**src/rtl/sisc_mem_arb_pkg.sv**
```systemverilog
// rtl/sisc_mem_arb_pkg.sv - shared encodings, defaults and helpers for the SISC memory arbiter
package sisc_mem_arb_pkg;

  // Defaults shared with the ctrl and memory blocks
  localparam int AW_DEF = 16;
  localparam int DW_DEF = 32;

  // Width of the access-latency and starvation counters (both top out at 15)
  localparam int CNT_W = 4;

  typedef enum logic [1:0] {
    IDLE   = 2'd0,
    ACCESS = 2'd1,
    RESP   = 2'd2
  } arb_state_e;

  typedef enum logic {
    OWN_IF = 1'b0,
    OWN_LS = 1'b1
  } arb_owner_e;

  // Increment that sticks at max_v
  function automatic logic [CNT_W-1:0] sat_inc(input logic [CNT_W-1:0] v,
                                               input logic [CNT_W-1:0] max_v);
    return (v >= max_v) ? max_v : v + 1'b1;
  endfunction

endpackage

```
**src/rtl/sisc_mem_arb_prio.sv**
```systemverilog
// rtl/sisc_mem_arb_prio.sv - combinational winner select between fetch and load/store
module sisc_mem_arb_prio
  import sisc_mem_arb_pkg::*;
(
  input  logic       if_req,
  input  logic       ls_req,
  input  logic       starve_hit,
  output logic       grant_valid,
  output arb_owner_e grant_owner
);

  // LS wins ties unless IF has already waited out its starvation budget
  always_comb begin
    grant_valid = if_req | ls_req;
    grant_owner = OWN_IF;
    if (ls_req && !(if_req && starve_hit)) begin
      grant_owner = OWN_LS;
    end
  end

endmodule

```
**src/rtl/sisc_mem_arb.sv**
```systemverilog
// rtl/sisc_mem_arb.sv - single-port memory arbiter between instruction fetch and load/store
module sisc_mem_arb
  import sisc_mem_arb_pkg::*;
#(
  parameter int AW         = AW_DEF,
  parameter int DW         = DW_DEF,
  parameter int MEM_LAT    = 2,
  parameter int STARVE_MAX = 3
) (
  input  logic          clk,
  input  logic          rst_f,
  input  logic          if_req,
  input  logic [AW-1:0] if_addr,
  output logic          if_ack,
  input  logic          ls_req,
  input  logic          ls_we,
  input  logic [AW-1:0] ls_addr,
  input  logic [DW-1:0] ls_wdata,
  output logic          ls_ack,
  output logic [DW-1:0] rdata,
  output logic          mem_en,
  output logic          mem_we,
  output logic [AW-1:0] mem_addr,
  output logic [DW-1:0] mem_wdata,
  input  logic [DW-1:0] mem_rdata,
  output logic          busy
);

  localparam logic [CNT_W-1:0] LAT_M1 = CNT_W'(MEM_LAT - 1);
  localparam logic [CNT_W-1:0] SMAX   = CNT_W'(STARVE_MAX);

  arb_state_e       state_q, state_d;
  arb_owner_e       owner_q, owner_d;
  logic [CNT_W-1:0] cnt_q, cnt_d;
  logic [CNT_W-1:0] starve_q, starve_d;
  logic [AW-1:0]    addr_q, addr_d;
  logic             we_q, we_d;
  logic [DW-1:0]    wdata_q, wdata_d;
  logic [DW-1:0]    rdata_q, rdata_d;

  logic             grant_valid;
  arb_owner_e       grant_owner;

  sisc_mem_arb_prio u_prio (
    .if_req      (if_req),
    .ls_req      (ls_req),
    .starve_hit  (starve_q == SMAX),
    .grant_valid (grant_valid),
    .grant_owner (grant_owner)
  );

  // Next-state: grant in IDLE, count down the access, then one response cycle
  always_comb begin
    state_d  = state_q;
    owner_d  = owner_q;
    cnt_d    = cnt_q;
    starve_d = starve_q;
    addr_d   = addr_q;
    we_d     = we_q;
    wdata_d  = wdata_q;
    rdata_d  = rdata_q;
    case (state_q)
      IDLE: begin
        if (grant_valid) begin
          owner_d = grant_owner;
          cnt_d   = LAT_M1;
          state_d = ACCESS;
          if (grant_owner == OWN_LS) begin
            addr_d   = ls_addr;
            we_d     = ls_we;
            wdata_d  = ls_wdata;
            starve_d = if_req ? sat_inc(starve_q, SMAX) : '0;
          end else begin
            addr_d   = if_addr;
            we_d     = 1'b0;
            wdata_d  = '0;
            starve_d = '0;
          end
        end
      end
      ACCESS: begin
        if (cnt_q != '0) begin
          cnt_d = cnt_q - 1'b1;
        end else begin
          if (!we_q) begin
            rdata_d = mem_rdata;
          end
          state_d = RESP;
        end
      end
      RESP: begin
        state_d = IDLE;
      end
      default: begin
        state_d = IDLE;
      end
    endcase
  end

  // State register; reset aborts any access in flight without an ack
  always_ff @(posedge clk or negedge rst_f) begin
    if (!rst_f) begin
      state_q  <= IDLE;
      owner_q  <= OWN_IF;
      cnt_q    <= '0;
      starve_q <= '0;
      addr_q   <= '0;
      we_q     <= 1'b0;
      wdata_q  <= '0;
      rdata_q  <= '0;
    end else begin
      state_q  <= state_d;
      owner_q  <= owner_d;
      cnt_q    <= cnt_d;
      starve_q <= starve_d;
      addr_q   <= addr_d;
      we_q     <= we_d;
      wdata_q  <= wdata_d;
      rdata_q  <= rdata_d;
    end
  end

  assign mem_en    = (state_q == ACCESS);
  assign mem_we    = (state_q == ACCESS) && we_q;
  assign mem_addr  = addr_q;
  assign mem_wdata = wdata_q;
  assign rdata     = rdata_q;
  assign if_ack    = (state_q == RESP) && (owner_q == OWN_IF);
  assign ls_ack    = (state_q == RESP) && (owner_q == OWN_LS);
  assign busy      = (state_q != IDLE);

endmodule

```
**config.mk**
```make
export PLATFORM = sky130hd
export DESIGN_NAME = sisc_mem_arb
export DESIGN_NICKNAME = d
export VERILOG_FILES = /design/src/rtl/sisc_mem_arb_pkg.sv /design/src/rtl/sisc_mem_arb_prio.sv /design/src/rtl/sisc_mem_arb.sv
export SDC_FILE = /design/constraint.sdc
export NUM_CORES = 1
export LEC_CHECK = 0
export BUFFER_PORTS_ARGS = -buffer_cell sky130_fd_sc_hd__buf_2
export CORE_MARGIN = 8
export CORE_UTILIZATION = 46
export DETAILED_ROUTE_END_ITERATION = 8
export PLACE_DENSITY = 0.8
export SLEW_MARGIN = 40
export SYNTH_ARGS = -nofsm -noshare
export SYNTH_HDL_FRONTEND = slang
export SYNTH_SLANG_ARGS = --single-unit
```
**constraint.sdc**
```tcl
create_clock -name clk -period 2.2 [get_ports clk]
set_clock_uncertainty 0.05 [all_clocks]
set_input_delay 0.11 -clock clk [delete_from_list [all_inputs] [get_ports clk]]
set_output_delay 0.11 -clock clk [all_outputs]
set_load 0.01 [all_outputs]
```
==> results.cfg, run 1 <==
[status]
status = complete, no violations

[global_routing]
grt_usage = 0.211
grt_max_degree = 53
antenna_found_initial = 1
overflow = 0
first_global_vias = 3830
grt_pass1_wl_mm = 19.4

[clocking]
cts_root_buffer = clkbuf_8
tritoncts = yes
clk_pin_slew_worst_paths_ns = 0.09
worstSkewPairLatency_ns = 0.35
htreeDepth = 3
clockBufferDepth = 2
cts_buffers = 9
clock_sinks = 92

[drt]
avgViaCountPerCell = 5.27
ant_nets = 0
num_vias = 3589
routed_wl_mm = 12.1
wire_per_inst_um = 17.8
drtIter0Drc = 195
drc = 0
dr.pass1.iters = 4

[sta]
grt_setup_unrepaired = false
fin_setup_tns_ns = 0
hold_violations = 0
setup_slack_ns = 0.131
setup_violations = 0
clock.fmax_mhz = 483
post-route-min-period_ns = 2.07
slew_headroom = 0.562
worst_pin_slew_ns = 0.657
slew_viol_final = 0
min_period_over_period = 0.941

[logic_synthesis]
synth.most_common_cell = dfrtp_1
synth_area_um2 = 3760
synthesis.nets = 393
synth_top_cell_by_area = dfrtp_1
ys_ff_latch = 92
synth.area.top_cells = dfrtp_1 61%, mux2_2 9.6%, a22o_1 8.2%, o211ai_1 3.2%, nand4_1 2.7%
synth_ff_type = dfrtp_1
synth-warning-count = 0
synth_top_area_frac = 0.613
yosys-top-cells-count = 92 x dfrtp_1, 35 x a22o_1, 32 x mux2_2, 19 x nand3_1, 19 x o21ai_0
ys_async_sr_fraction = 1.00
synthCells = 289
ys_types = 31
yosysSeqAreaShare = 0.613
syn_area_per_cell_um2 = 13.0
synth_edf_count = 0

[placed_design]
pre_cts_slack_ns = 0.145
hpwlAfterDp_mm = 7.37
gp_congestion = 0.792
io_buffers = 185

[die]
dieArea_um2 = 11300
core_area_um2 = 8050
die_w_um = 106
ios = 186
rows = 33
start_util = 0.467
die_h_um = 106

[critical_path]
slowest_stage = or3b_1
cp_data_required_time_ns = 2.39
path_cells = inv_1 -> ha_1 -> or3b_1 -> nor3_4 -> buf_12 -> mux2_2
slowest_delay_ns = 0.47
cp_max_fo = 32
cp-end-kind = flip-flop
cp.arrival_ns = 2.26
criticalPathCategory = reg2reg
critPathLaunchType = flip-flop

[layout]
drive_gt1_frac = 0.435
num-nets-final = 674
synthToLayoutAreaGrowth_pct = 58.8

[power]
ir_worst_vdd_mv = 0.593
p_leak_nw = 2.94
power_density_nw_per_um2 = 1210

[hold_path]
hold_path.class = in2reg

[flow_run]
cap_violations = 0
per-layer routing:
metal,vias to the layer above,share of wire,track usage
li1,1643,-,-
met1,1740,0.39,0.250
met2,173,0.51,0.357
met3,33,0.073,0.0575
met4,0,0.030,0.0834
met5,-,0,0
flip-flops by register name, indices dropped and copies added (netlist names):
signal	flops
mem_wdata	32
cnt_q	4
owner_q	1
state_q	2
mem_addr	16
rdata	32
starve_q	4
we_q	1
metrics by stage:
stage / total power, W / utilization / hold slack (ns) / cell area, um^2 / std cells
2_1_floorplan: 0.00475 / - / -0.236 / 3760 / 289
3_3_place_gp: 0.00585 / 0.592 / 0.0694 / 4770 / 561
3_5_place_dp: 0.00598 / 0.592 / 0.0682 / 4770 / 561
4_1_cts: 0.00713 / 0.734 / 0.0106 / 5910 / 674
5_1_grt: 0.00770 / 0.741 / 0.0252 / 5970 / 681
6_report: 0.00722 / 0.741 / 0.0396 / 5970 / 681
area by class of cell:
| type | instances | area [um^2] |
|---|---|---|
| inverters | 4 | 18.8 |
| well taps | 105 | 131 |
| repair buffers | 295 | 2020 |
| flip-flops and latches | 92 | 2300 |
| clock inverters | 7 | 48.8 |
| fillers | 513 | 2090 |
| clock buffers | 9 | 124 |
| multi-input cells | 168 | 1310 |
| diodes | 1 | 2.50 |
final timing paths:
check	cells past startpoint	slack [ns]	end	start
hold reg to reg	1	0.43	cnt_q[3]$_DFFE_PN0P_	cnt_q[3]$_DFFE_PN0P_
min in group asynchronous	2	0.21	rdata[22]$_DFFE_PN0P_	rst_f
hold / removal	2	0.04	starve_q[1]$_DFFE_PN0P_	if_req
setup reg to reg	6	0.13	rdata[7]$_DFFE_PN0P_	cnt_q[0]$_DFFE_PN0P_
max in group asynchronous	3	1.22	mem_wdata[11]$_DFFE_PN0P_	rst_f
setup / recovery	6	0.13	rdata[7]$_DFFE_PN0P_	cnt_q[0]$_DFFE_PN0P_
where the power goes:
group / switching (W) / internal [W] / total [W]
Sequential: 0.000426 / 0.00247 / 0.00289
Combinational: 0.00169 / 0.00163 / 0.00331
Clock: 0.000599 / 0.000415 / 0.00101
timing repair:
action | 4_1_cts | 5_1_grt
endpoints found under the setup margin | 0 | 1
resized for setup | 0 | 1
buffers inserted | 0 | 5
hold buffers | 97 | 1
hold endpoints to repair | 121 | 1
cell families after synthesis:
| family | share of synthesized area |
|---|---|
| compound gates | 0.146 |
| fa+ha+maj | 0.00999 |
| mux | 0.104 |
| flops | 0.613 |
| simple gates | 0.0892 |
| buf+inv | 0.0383 |
placed cells by master (no fill, tap or decap), types with 2 or more instances in the layout:
cell,instances
ha_1,3
nor2_2,2
mux2_2,32
clkinv_2,3
inv_1,3
buf_12,2
clkinvlp_4,2
and2_1,4
inv_6,2
nor2_1,4
clkbuf_8,9
mux2i_1,2
dfrtp_1,92
nand3_1,19
o211ai_1,16
o21ai_0,19
buf_2,184
and3_1,2
a22o_1,35
buf_4,11
nand4_1,16
dlygate4sd3_1,98
nand2_1,2
worst max-delay path: cells and delay by family (launching register included):
kind	cells	cell delay, ns
adders and majority gates	1	0.14
buffers and inverters	2	0.32
DFF	1	0.42
and+or+nand+nor	2	0.66
muxes	1	0.37
Power figures use the tool's default switching activity.
==> inputs of run 2 (changes only) <==
REMOVE_ABC_BUFFERS = 1   (was not set)
clock period = 2.12 ns   (was 2.2 ns; I/O delays follow)
==> results.cfg, run 2 (synthesized netlist as in run 1, its figures left out) <==
[status]
status = complete, no violations

[critical_path]
cp.arrival_ns = 2.20
r2r_slack_ns = 0.09
critPathLaunchType = flip-flop
cp-end-kind = flip-flop
criticalPathCategory = reg2reg
cp_data_required_time_ns = 2.29
cp_max_fo = 32

[die]
core_area_um2 = 8050
rows = 33
die_h_um = 106
ios = 186
die_w_um = 106
dieArea_um2 = 11300
start_util = 0.467

[placed_design]
io_buffers = 185
gp_congestion = 0.801
placed_area_um2 = 4810
dpl.cell_count = 563
hpwlAfterDp_mm = 7.80

[sta]
fin_hold_ws_ns = 0.0279
post-route-min-period_ns = 2.03
worst_pin_slew_ns = 0.642
setup_violations = 0
clock.fmax_mhz = 493
grt_setup_unrepaired = false
min_period_over_period = 0.956
hold_violations = 0
slew_headroom = 0.572
slew_viol_final = 0

[clocking]
clockBufferDepth = 2
htreeDepth = 3
clock_sinks = 92
cts_setup_buffers = 0
clk_pin_slew_worst_paths_ns = 0.09
worstSkewPairLatency_ns = 0.34
tritoncts = yes
cts_root_buffer = clkbuf_8
cts_buffers = 9

[power]
p_leak_nw = 2.95
ir_worst_vdd_mv = 0.525
total_power_w = 0.00771
power_density_nw_per_um2 = 1280

[flow_run]
cap_violations = 0

[layout]
finalNonFillerCells = 681
num-fill-cells = 519
postLayoutCellArea_um2 = 6010
num-nets-final = 671
final_cell_mix = 184 x buf_2, 98 x dlygate4sd3_1, 92 x dfrtp_1, 35 x a22o_1, 32 x mux2_2
drive_gt1_frac = 0.430
mostFrequentLayoutCell = buf_2
synthToLayoutAreaGrowth_pct = 59.9

[global_routing]
grt_max_degree = 56
antenna_found_initial = 3
first_global_vias = 3959
grt_pass1_wl_mm = 21.1
grt_usage = 0.234
overflow = 0

[drt]
ant_nets = 0
routed_wl_mm = 13.2
dr.pass1.iters = 4
num_vias = 3636
avgViaCountPerCell = 5.34
drc = 0
drtIter0Drc = 205
wire_per_inst_um = 19.3

[hold_path]
hold_path.class = in2reg
-- run 2: cell types whose count changed in the layout (fill, tap and decap cells not counted), sizes merged --
cell	before	now
buf	197	194
clkinvlp	2	0
clkbuf	9	10
diode	1	4
bufinv	0	1
-- run 2: routing by layer --
metal	vias to the layer above	wire length (um)	share of wire	track usage
met3	43	963	0.073	0.0593
li1	1637	-	-	-
met5	-	0	0	0
met4	0	493	0.037	0.125
met1	1764	5090	0.39	0.265
met2	192	6610	0.50	0.398
-- run 2: worst max-delay path: stages, from the launching register on --
cell and delay [ns]:
dfrtp_1 0.42, inv_1 0.09, ha_1 0.15, or3b_1 0.41
nor3_4 0.17, buf_12 0.23, mux2_2 0.37
-- run 2: power breakdown --
part | switching [W] | leakage [nW] | total, W | internal, W
clock network | 0.000626 | 0.107 | 0.00122 | 0.000589
logic | 0.00181 | 1.70 | 0.00346 | 0.00166
registers | 0.000475 | 1.14 | 0.00304 | 0.00256
-- run 2: timing repair --
item                                   in CTS  in global routing
gates resized for setup                     0                  0
hold buffers                               98                  0
endpoints found under the hold margin     118                  0
-- run 2: area by class of cell --
cell class,instances,area [um^2],share of cell area
Antenna cell,4,10.0,0.00167
Clock buffer,10,138,0.0229
Clock inverter,6,70.1,0.0117
Inverter,4,15.0,0.00250
Multi-Input combinational cell,168,1310,0.219
Sequential cell,92,2300,0.383
Tap cell,105,131,0.0219
Timing Repair Buffer,292,2030,0.337
-- run 2: worst paths after layout --
path | end | start | cells past startpoint
worst max-delay path | rdata[28]$_DFFE_PN0P_ | cnt_q[0]$_DFFE_PN0P_ | 6
worst min-delay path | starve_q[1]$_DFFE_PN0P_ | if_req | 2
worst max register to register | rdata[28]$_DFFE_PN0P_ | cnt_q[0]$_DFFE_PN0P_ | 6
worst min register to register | cnt_q[3]$_DFFE_PN0P_ | cnt_q[3]$_DFFE_PN0P_ | 1
max in group asynchronous | mem_wdata[14]$_DFFE_PN0P_ | rst_f | 3
min in group asynchronous | rdata[5]$_DFFE_PN0P_ | rst_f | 2
-- run 2: metrics by stage --
| stage | setup TNS, ns | worst slack, ns | util |
|---|---|---|---|
| after floorplan | -26.26 | -0.375 | - |
| after global placement | 0 | 0.214 | 0.597 |
| after CTS | 0 | 0.115 | 0.745 |
| final | 0 | 0.0934 | 0.746 |
| after detailed placement | 0 | 0.134 | 0.597 |
| after global routing | 0 | 0.0306 | 0.746 |
